==> src/rtl/if_id.sv <==
// IF/ID pipeline register for a 16-bit core: decouples the fetch side from decode
// with a one-entry skid buffer, stale-fetch discard after flush, and HALT capture.
module if_id (
  input  logic        clk,
  input  logic        rst,
  input  logic [15:0] instr_in,
  input  logic [15:0] pc2_in,
  input  logic        imem_done,
  input  logic        imem_stall,
  input  logic        stall,
  input  logic        flush,
  output logic [15:0] instr_out,
  output logic [15:0] pc2_out,
  output logic        valid_out,
  output logic        pc_hold,
  output logic        halted
);

  localparam logic [15:0] NOP     = 16'h0800;
  localparam logic [4:0]  HALT_OP = 5'b00000;

  typedef enum logic [1:0] {
    RUN     = 2'd0,
    WAIT    = 2'd1,
    DISCARD = 2'd2,
    HALTED  = 2'd3
  } state_t;

  state_t      state, state_d;

  logic [15:0] instr_d, pc2_d;
  logic        valid_d;
  logic [15:0] skid_instr, skid_pc2;
  logic [15:0] skid_instr_d, skid_pc2_d;
  logic        skid_full, skid_full_d;

  logic        fetching;
  logic [15:0] src_instr;
  logic        src_is_halt;

  // The skid entry always wins over the memory port; memory must be idle then.
  assign fetching    = (state == RUN) || (state == WAIT);
  assign src_instr   = skid_full ? skid_instr : instr_in;
  assign src_is_halt = (src_instr[15:11] == HALT_OP);

  // ---------------------------------------------------------------------------
  // State register
  // ---------------------------------------------------------------------------
  // NOTE: sequential state uses non-blocking assignments only, so every flop
  // samples pre-edge values regardless of process ordering.
  always_ff @(posedge clk) begin
    if (rst) state <= RUN;
    else     state <= state_d;
  end

  // ---------------------------------------------------------------------------
  // Next-state logic
  // ---------------------------------------------------------------------------
  // NOTE: every comb output is given a default first, so no path infers a latch.
  always_comb begin
    state_d = state;
    if (flush) begin
      // A fetch still in flight belongs to the wrong path and must be dropped.
      state_d = ((state == WAIT) || (state == DISCARD)) ? DISCARD : RUN;
    end else if (stall) begin
      // The stale response is consumed even while decode holds the outputs.
      if ((state == DISCARD) && imem_done) state_d = RUN;
    end else if (skid_full) begin
      state_d = src_is_halt ? HALTED : RUN;
    end else begin
      unique case (state)
        RUN: begin
          if (imem_done)       state_d = src_is_halt ? HALTED : RUN;
          else if (imem_stall) state_d = WAIT;
        end
        WAIT: begin
          if (imem_done) state_d = src_is_halt ? HALTED : RUN;
        end
        DISCARD: begin
          if (imem_done) state_d = RUN;
        end
        HALTED: state_d = HALTED;
        default: state_d = RUN;
      endcase
    end
  end

  // ---------------------------------------------------------------------------
  // Output / skid next-value logic
  // ---------------------------------------------------------------------------
  always_comb begin
    instr_d      = instr_out;
    pc2_d        = pc2_out;
    valid_d      = valid_out;
    skid_instr_d = skid_instr;
    skid_pc2_d   = skid_pc2;
    skid_full_d  = skid_full;

    if (flush) begin
      instr_d     = NOP;
      valid_d     = 1'b0;
      skid_full_d = 1'b0;
    end else if (stall) begin
      if (imem_done && !skid_full && fetching) begin
        skid_instr_d = instr_in;
        skid_pc2_d   = pc2_in;
        skid_full_d  = 1'b1;
      end
    end else if (skid_full) begin
      instr_d     = skid_instr;
      pc2_d       = skid_pc2;
      valid_d     = 1'b1;
      skid_full_d = 1'b0;
    end else begin
      unique case (state)
        RUN, WAIT: begin
          if (imem_done) begin
            instr_d = instr_in;
            pc2_d   = pc2_in;
            valid_d = 1'b1;
          end else begin
            // Bubble keeps the last pc2 so ID_EX sees a stable value.
            instr_d = NOP;
            valid_d = 1'b0;
          end
        end
        DISCARD: begin
          instr_d = NOP;
          valid_d = 1'b0;
        end
        HALTED: valid_d = 1'b0;
        default: begin
          instr_d = NOP;
          valid_d = 1'b0;
        end
      endcase
    end
  end

  // Flush does not hold the PC: the PC must take the branch target that cycle.
  assign pc_hold = stall | skid_full | (state != RUN) | (imem_stall & ~imem_done);
  assign halted  = (state == HALTED);

  // ---------------------------------------------------------------------------
  // Output and skid registers
  // ---------------------------------------------------------------------------
  always_ff @(posedge clk) begin
    if (rst) begin
      instr_out <= NOP;
      pc2_out   <= 16'h0000;
      valid_out <= 1'b0;
      skid_full <= 1'b0;
    end else begin
      instr_out <= instr_d;
      pc2_out   <= pc2_d;
      valid_out <= valid_d;
      skid_full <= skid_full_d;
    end
  end

  // NOTE: skid payload is deliberately not reset; skid_full=0 masks it.
  always_ff @(posedge clk) begin
    skid_instr <= skid_instr_d;
    skid_pc2   <= skid_pc2_d;
  end

endmodule

==> config.mk <==
export PLATFORM = sky130hd
export DESIGN_NAME = if_id
export DESIGN_NICKNAME = d
export VERILOG_FILES = /design/src/rtl/if_id.sv
export SDC_FILE = /design/constraint.sdc
export NUM_CORES = 1
export LEC_CHECK = 0
export BUFFER_PORTS_ARGS = -buffer_cell sky130_fd_sc_hd__buf_4
export CAP_MARGIN = 20
export CORE_MARGIN = 5
export CORE_UTILIZATION = 35
export DETAILED_ROUTE_END_ITERATION = 8
export GPL_ROUTABILITY_DRIVEN = 0
export PLACE_DENSITY = 0.56
export REMOVE_ABC_BUFFERS = 1
export SLEW_MARGIN = 20
export SYNTH_ARGS = -nofsm -noshare
export SYNTH_HDL_FRONTEND = slang
export SYNTH_SLANG_ARGS = --single-unit
==> constraint.sdc <==
create_clock -name clk -period 6.4 [get_ports clk]
set_clock_uncertainty 0.05 [all_clocks]
set_input_delay 0 -clock clk [delete_from_list [all_inputs] [get_ports clk]]
set_output_delay 0 -clock clk [all_outputs]
set_load 0.02 [all_outputs]
==> flow_summary_export.csv, run 1 <==
group,metric,value,unit
status,status,"finished clean",
global_routing,met3_usage,7.14,%
sta,finalWorstSetupSlack,4.02,ns
synth,synth_adder_area_share,1.85,%
place,portBuffers,72,
power,power_density,240,nW/um^2
detailed_routing,wl,6210,um
synth,synth_top_area_share,35.4,%
detailed_routing,drt_iter0_drc,44,
floorplan,rows,32,
finish,stdcell_area,3880,um^2
worst_setup_path,cp.arrival,2.57,ns
floorplan,initial_core_util,35.5,%
synth,synth-compound-area-share,16.7,%
global_routing,met1_usage,17.7,%
sta,hold_violations,0,
finish,instances_no_fill,438,
synth,synth.area.top_cells,"edfxtp_1 (35%), dfxtp_1 (27%), a211oi_1 (8.9%)",
global_routing,grt_antenna_before_repair,0,
global_routing,grt_usage,13.5,%
sta,finalSetupViolations,0,
global_routing,busiest_layer,"met2",
finish,n_antenna_cell,0,
sta,period_share,37.2,%
finish,utilization,50.7,%
synth,synthXorXnorAreaFrac,0,%
synth,synthMuxAreaShare,6.69,%
finish,num-nets-final,374,
clock_tree,cts_max_path_buffers,2,
detailed_routing,via_count,2075,
clock_tree,cts_resized,0,
floorplan,ios,73,
sta,fin_setup_tns,0,ns
sta,slew_headroom,32.2,%
synth,synth_top_area_cell,"edfxtp_1",
sta,slew_viol_final,0,
synth,syn_area,2710,um^2
worst_hold_path,hold_class,"primary input to flip-flop",
detailed_routing,vias_per_cell,4.74,
worst_setup_path,path_max_fanout,41,
global_routing,grt_max_degree,42,
floorplan,die_area,9610,um^2
floorplan,core_area,7650,um^2
clock_tree,cts_hold_buf,36,
place,dpl.hpwl,4220,um
place,pre_cts_ws,3.98,ns
synth,netlist_instances,226,
worst_setup_path,r2r_start,"skid_full",
sta,rsz0062_at_grt,"false",
worst_setup_path,path_class,"flip-flop to flip-flop",
floorplan,die_w,98.0,um
worst_setup_path,cp.required,6.59,ns
floorplan,dieHeight,98.0,um
clock_tree,cts_sinks,68,
clock_tree,cts_buffers,9,
place,dpl_cell_area,3340,um^2
sta,max_freq,0.420,GHz
clock_tree,cts_tree,"yes",
synth,synth-warning-count,0,
worst_hold_path,worstHoldStart,"imem_done",
synth,synth-simple-area-share,9.27,%
flow_run,cap_violations,0,
synth,synth_top_family_by_area,"compound AO/OA/AOI/OAI gates",
global_routing,grt_pass1_vias,2130,
power,power.total,0.933,mW
global_routing,grt_overflow,0,
clock_tree,post-cts-setup-buffer-count,0,
detailed_routing,drc_errors,0,
sta,worst_pin_slew,1.01,ns
worst_setup_path,start_kind,"flip-flop",
global_routing,grt_pass1_wl,10500,um
finish,area_growth,43.0,%
synth,ys_seq_elements,68,
clock_tree,cts_max_level,3,
finish,drive_gt1_share,28.6,%
sta,finalCriticalPeriod,2.38,ns
place,placedCellCount,387,
synth,avgSynthCellArea,12.0,um^2
worst_setup_path,crit_start,"skid_full",
clock_tree,clk-insertion-delay-late,0.33,ns
power,worst_ir_drop_vdd,0.000163,V
global_routing,grt_util_met2,20.3,%
detailed_routing,drtPass1Iterations,4,
worst_setup_path,cp-end-kind,"flip-flop",
clock_tree,cts_root_buf,"clkbuf_8",
clock_tree,path_clk_slew,0.06,ns
synth,ys_seq_area_share,62.0,%
sta,hold_ws,0.0343,ns
synth,yosysUniqueCellTypes,35,
detailed_routing,wl_per_cell,14.2,um
power,leakage,1.49,nW
detailed_routing,antenna_left,0,
==> per-layer routing <==
| metal | wire length [um] | part of all wire [%] |
|---|---|---|
| met5 | 0 | 0 |
| met4 | 8 | 0.13 |
| met3 | 459 | 7.4 |
| met2 | 2810 | 45 |
| met1 | 2920 | 47 |
==> Yosys cell counts (all sizes together) <==
master  count
a31oi       1
edfxtp     32
clkbuf      5
nand2b      2
ha          4
o21a        1
a211oi     32
or2         1
o211ai      1
nor4        1
nand2       2
a21boi      1
buf        11
nor4b       1
nor3        3
o31ai       1
inv         5
o21ai       1
nor2b       2
or4         3
nand3       1
o21bai      1
o32ai       1
mux2        1
a22oi      15
dfxtp      36
nor3b       1
o221ai      1
a221oi      1
mux2i      17
a21oi       4
nor2       37
==> worst max-delay path, stage by stage (launching register included) <==
cell      delay (ns)
dfxtp_2         0.98
o21a_1          0.91
nor2_1          0.09
a211oi_1        0.25
==> final cells by class <==
type,count,area (um^2)
clock buffers,13,169
clock inverters,2,10.0
fillers,700,3770
inverters,5,18.8
multi-input cells,137,948
flip-flops and latches,68,1680
well taps,102,128
repair buffers,111,923
==> cells by family (layout without fill, tap and decap cells) <==
family / count (synthesis) / in the layout
flops: 68 / 68
compound gates: 61 / 61
simple gates: 54 / 54
buf+inv: 21 / 131
mux: 18 / 18
fa+ha+maj: 4 / 4
==> power by group <==
group | switching (mW) | internal [mW]
Combinational | 0.0646 | 0.0654
Sequential | 0.0117 | 0.474
Clock | 0.148 | 0.169
Total | 0.224 | 0.709
==> registers in the layout (all words and copies together), names as in the netlist <==
| signal | flops |
|---|---|
| state | 2 |
| skid_instr | 16 |
| pc2_out | 16 |
| skid_full | 1 |
| valid_out | 1 |
| instr_out | 16 |
| skid_pc2 | 16 |
==> layout by cell type (no fill, tap or decap), drive strengths merged, types with 4 or more instances in the layout <==
cell	n
buf	75
nor2	37
dlygate4sd3	36
dfxtp	36
a211oi	32
edfxtp	32
mux2i	17
a22oi	15
clkbuf	13
inv	5
a21oi	4
ha	4
==> path summary, 6_finish.rpt <==
check / end / slack (ns) / cells after the start
max: pc2_out[2] / 4.02 / 3
min: skid_full / 0.03 / 3
max reg2reg: pc2_out[2] / 4.02 / 3
min reg2reg: instr_out[11] / 0.44 / 2
(Power assumes the default switching activity.)
==> inputs of run 2 (changes only) <==
--- a/config.mk
+++ b/config.mk
@@ -11,7 +11,7 @@
 export CORE_UTILIZATION = 35
 export DETAILED_ROUTE_END_ITERATION = 8
 export GPL_ROUTABILITY_DRIVEN = 0
-export PLACE_DENSITY = 0.56
+export PLACE_DENSITY = 0.58
 export REMOVE_ABC_BUFFERS = 1
 export SLEW_MARGIN = 20
 export SYNTH_ARGS = -nofsm -noshare
==> constraint.sdc (replaced) <==
create_clock -name clk -period 2.1 [get_ports clk]
set_clock_uncertainty 0.05 [all_clocks]
set_input_delay 0 -clock clk [delete_from_list [all_inputs] [get_ports clk]]
set_output_delay 0 -clock clk [all_outputs]
set_load 0.02 [all_outputs]
==> flow_summary_export.csv, run 2 (synthesis results as in run 1) <==
group,metric,value,unit
worst_setup_path,max_stage_delay,0.56,ns
power,swShare,22.6,%
detailed_routing,via_count,2095,
power,power_frac_seq,45.5,%
finish,final_cell_mix,"buf_4 (79), dlygate4sd3_1 (37), nor2_1 (36)",
finish,final_common_cell,"buf_4",
clock_tree,cts_buffers,9,
worst_setup_path,crit_top_cell,"dlygate4sd3_1",
worst_setup_path,path_buf_inv,4,
power,p_sw,0.733,mW
finish,num-nets-final,379,
global_routing,grt_pass1_vias,2141,
floorplan,die_w,98.0,um
sta,rsz0062_at_grt,"false",
global_routing,grt_pass1_wl,10400,um
floorplan,dieHeight,98.0,um
sta,slew_headroom,70.5,%
clock_tree,clk-insertion-delay-late,0.34,ns
finish,area_growth,47.5,%
clock_tree,post-cts-setup-buffer-count,0,
status,status,"finished clean",
place,portBuffers,72,
sta,finalSetupViolations,0,
finish,utilization,52.3,%
power,worst_ir_drop_vdd,0.000425,V
floorplan,rows,32,
worst_setup_path,cp-end-kind,"flip-flop",
floorplan,core_area,7650,um^2
worst_setup_path,crit_path_cell_trace,"dlygate4sd3_1 -> buf_4 -> nor2_2 -> nand2_1 -> dlygate4sd3_1 -> a21oi_1 -> dlygate4sd3_1",
detailed_routing,vias_per_cell,4.72,
place,dpl_cell_area,3370,um^2
sta,period_share,94.1,%
power,power_density,809,nW/um^2
finish,drive_gt1_share,30.1,%
worst_hold_path,hold_class,"primary input to flip-flop",
detailed_routing,drc_errors,0,
worst_setup_path,critical-path-top-delay-family,"buffers and inverters",
power,p_int,2.51,mW
sta,finalCriticalPeriod,1.98,ns
clock_tree,cts_sinks,68,
detailed_routing,antenna_left,0,
clock_tree,path_clk_slew,0.07,ns
sta,max_freq,0.506,GHz
worst_setup_path,cp.required,2.33,ns
clock_tree,cts_root_buf,"clkbuf_8",
worst_setup_path,crit_path_top_delay_cell,"dlygate4sd3_1",
worst_setup_path,start_kind,"primary input",
floorplan,initial_core_util,35.5,%
worst_setup_path,cp.arrival,2.21,ns
detailed_routing,drtPass1Iterations,4,
power,clock_power_share,41.9,%
detailed_routing,wl_per_cell,13.9,um
floorplan,ios,73,
clock_tree,cts_tree,"yes",
floorplan,die_area,9610,um^2
global_routing,grt_antenna_before_repair,0,
flow_run,cap_violations,0,
power,combPwrFrac,12.6,%
place,dpl.hpwl,4100,um
worst_setup_path,path_max_fanout,19,
clock_tree,cts_max_level,3,
global_routing,grt_usage,13.5,%
sta,slew_viol_final,0,
finish,stdcell_area,4000,um^2
detailed_routing,drt_iter0_drc,120,
sta,hold_violations,0,
finish,n_antenna_cell,0,
power,leakage,1.54,nW
global_routing,grt_overflow,0,
sta,worst_pin_slew,0.440,ns
detailed_routing,wl,6160,um
worst_setup_path,path_class,"primary input to flip-flop",
global_routing,grt_max_degree,33,
clock_tree,cts_max_path_buffers,2,
## run 2: path summary, 6_finish.rpt
kind         slack [ns]   endpoint  startpoint  cells after the start
min reg2reg        0.41  valid_out   valid_out                      2
max                0.12  skid_full         rst                      7
max reg2reg        0.22  skid_full    state[0]                      5
min                0.11   state[0]   imem_done                      4
## run 2: final cells by class
type                            count  area, um^2
Timing Repair Buffer              116         963
Clock buffer                       11         151
Sequential cell                    68        1680
Tap cell                          102         128
Multi-Input combinational cell    137         951
Clock inverter                      5         106
Fill cell                         669        3650
Inverter                            5        18.8
## run 2: power by group through the flow
stage	combinational, mW	sequential (mW)	clock (mW)
floorplan	0.141	1.55	0
global placement	0.356	1.50	0
detailed placement	0.357	1.50	0
CTS	0.411	1.47	1.39
global route	0.450	1.48	1.46
finish	0.407	1.47	1.36
## run 2: stage by stage
stage	hold slack (ns)	setup slack [ns]	TNS, ns	total power [mW]	std cells
finish	0.111	0.123	0	3.24	444
global route	0.122	0.0907	0	3.39	444
CTS	0.0919	0.0977	0	3.28	444
detailed placement	0.139	0.277	0	1.86	391
global placement	0.139	0.322	0	1.86	391
floorplan	0.0228	-2.77	-108.10	1.69	210
## run 2: what timing repair did
item,CTS,global route
setup endpoints to repair,0,1
hold buffers,37,0
hold endpoints to repair,64,0
resized for setup,0,1
## run 2: tightest hold or removal path, cell delays in order
cell and delay [ns]:
buf_4 0.12, a21oi_1 0.06, nor3_1 0.17, o31ai_2 0.09
## run 2: layer usage
| layer | part of all wire [%] | track usage [%] | vias up |
|---|---|---|---|
| li1 | - | - | 1075 |
| met1 | 46 | 17.3 | 948 |
| met2 | 45 | 20.0 | 63 |
| met3 | 7.7 | 6.71 | 9 |
| met4 | 1.4 | 4.15 | 0 |
| met5 | 0 | 0 | - |
==> inputs of run 3 (changes only) <==
--- a/config.mk
+++ b/config.mk
@@ -11,7 +11,7 @@
 export CORE_UTILIZATION = 35
 export DETAILED_ROUTE_END_ITERATION = 8
 export GPL_ROUTABILITY_DRIVEN = 0
-export PLACE_DENSITY = 0.58
+export PLACE_DENSITY = 0.56
 export REMOVE_ABC_BUFFERS = 1
 export SLEW_MARGIN = 20
 export SYNTH_ARGS = -nofsm -noshare
==> constraint.sdc (replaced) <==
create_clock -name clk -period 2.4 [get_ports clk]
set_clock_uncertainty 0.05 [all_clocks]
set_input_delay 0 -clock clk [delete_from_list [all_inputs] [get_ports clk]]
set_output_delay 0 -clock clk [all_outputs]
set_load 0.02 [all_outputs]
==> flow_summary_export.csv, run 3 (synthesis results as in run 1) <==
group,metric,value,unit
status,status,"finished clean",
floorplan,initial_core_util,35.5,%
place,portBuffers,72,
floorplan,ios,73,
clock_tree,cts_max_path_buffers,2,
sta,slew_viol_final,0,
sta,worst_pin_slew,0.559,ns
detailed_routing,drc_errors,0,
global_routing,met3_usage,5.64,%
finish,area_growth,45.3,%
place,pre_cts_ws,0.512,ns
clock_tree,cts_root_buf,"clkbuf_8",
detailed_routing,vias_per_cell,4.74,
sta,finalSetupViolations,0,
clock_tree,post-cts-setup-buffer-count,0,
worst_setup_path,crit_start,"state[1]",
sta,hold_violations,0,
clock_tree,cts_max_level,3,
finish,multi_input_area,948,um^2
global_routing,grt_pass1_vias,2148,
detailed_routing,antenna_left,0,
worst_setup_path,start_kind,"flip-flop",
worst_setup_path,regToRegSetupSlack,0.52,ns
floorplan,die_w,98.0,um
clock_tree,cts_buffers,9,
worst_setup_path,cp.arrival,1.83,ns
clock_tree,cts_sinks,68,
detailed_routing,via_count,2099,
detailed_routing,drt_iter0_drc,79,
power,leakage,1.52,nW
worst_hold_path,worstHoldStart,"imem_done",
global_routing,grt_antenna_before_repair,0,
finish,drive_gt1_share,29.9,%
sta,finalWorstSetupSlack,0.518,ns
clock_tree,path_clk_slew,0.07,ns
worst_setup_path,cp.required,2.35,ns
global_routing,busiest_layer,"met2",
worst_setup_path,cp.depth,5,
flow_run,cap_violations,0,
sta,rsz0062_at_grt,"false",
power,power.total,2.62,mW
floorplan,die_area,9610,um^2
sta,fin_setup_tns,0,ns
global_routing,grt_usage,13.6,%
worst_hold_path,worstHoldEndpoint,"skid_full",
finish,num-nets-final,378,
global_routing,grt_pass1_wl,10600,um
finish,n_antenna_cell,0,
floorplan,dieHeight,98.0,um
worst_setup_path,r2r_start,"state[1]",
power,worst_ir_drop_vdd,0.000482,V
worst_setup_path,crit_path_cell_trace,"inv_1 -> ha_1 -> inv_1 -> or4_1 -> buf_4",
finish,final_cell_mix,"buf_4 (79), nor2_1 (37), dlygate4sd3_1 (36)",
floorplan,core_area,7650,um^2
worst_hold_path,hold_class,"primary input to flip-flop",
global_routing,grt_overflow,0,
detailed_routing,wl,6400,um
clock_tree,cts_resized,0,
clock_tree,cts_tree,"yes",
sta,slew_headroom,62.7,%
sta,finalCriticalPeriod,1.88,ns
power,power_density,664,nW/um^2
clock_tree,cts_hold_buf,36,
finish,fillers,675,
worst_setup_path,path_class,"flip-flop to output pin",
worst_setup_path,critical-path-top-delay-family,"simple AND/OR/NAND/NOR gates",
worst_setup_path,crit_top_cell,"inv_1",
worst_setup_path,cp-end-kind,"output pin",
worst_setup_path,rr_endpoint,"skid_instr[14]",
global_routing,met1_usage,17.6,%
worst_hold_path,hold_depth,3,
worst_setup_path,path_buf_inv,3,
global_routing,grt_max_degree,33,
worst_setup_path,path_max_fanout,7,
place,dpl.hpwl,4260,um
finish,utilization,51.5,%
worst_setup_path,reg2regPathDepth,5,
sta,period_share,78.4,%
worst_setup_path,max_stage_delay,0.47,ns
worst_setup_path,crit_path_top_delay_cell,"or4_1",
global_routing,grt_util_met2,20.8,%
finish,final_common_cell,"buf_4",
finish,seq_area,1680,um^2
sta,max_freq,0.531,GHz
clock_tree,clk-insertion-delay-late,0.34,ns
detailed_routing,wl_per_cell,14.4,um
detailed_routing,drtPass1Iterations,4,
floorplan,rows,32,
run 3: cell count changes in the layout (fill, tap and decap cells not counted), sizes merged:
cell | before | now
bufinv | 3 | 1
clkinv | 0 | 4
inv | 6 | 5
dlygate4sd3 | 37 | 36
clkbuf | 11 | 10
run 3: per-stage QoR:
step                hold WS [ns]  std cells  cell area [um^2]
detailed placement         0.140        391              3370
floorplan                 0.0228        210              2640
CTS                       0.0305        443              3940
global placement           0.139        391              3370
global route              0.0386        443              3940
finish                    0.0415        443              3940
run 3: area by class of cell:
class / count / area share [%]
clock buffer: 10 / 3.78
clock inverter: 6 / 1.56
inverter: 5 / 0.476
multi-input combinational: 137 / 24.1
sequential: 68 / 42.7
tap: 102 / 3.24
timing repair buffer: 115 / 24.2
run 3: worst min-delay path, delay by kind of cell:
family                 cells  cell delay, ns
buffers and inverters      1            0.14
AOI/OAI and AO/OA          2            0.25
run 3: report_power, final:
part	internal (mW)	total, mW	switching, mW
sequential	1.26	1.29	0.0277
combinational	0.177	0.356	0.179
clock	0.539	0.968	0.430
total	1.98	2.62	0.636
run 3: metal layers:
metal,part of all wire [%],up-vias
met5,0,-
met4,0.56,0
met3,7.9,5
met2,46,63
met1,46,959
li1,-,1072
run 3: how the worst max path moves through the flow:
stage                                end
after floorplan            skid_instr[0]
after global placement      skid_pc2[10]
after detailed placement     skid_pc2[9]
after CTS                 skid_instr[14]
after global routing             pc_hold
final                            pc_hold
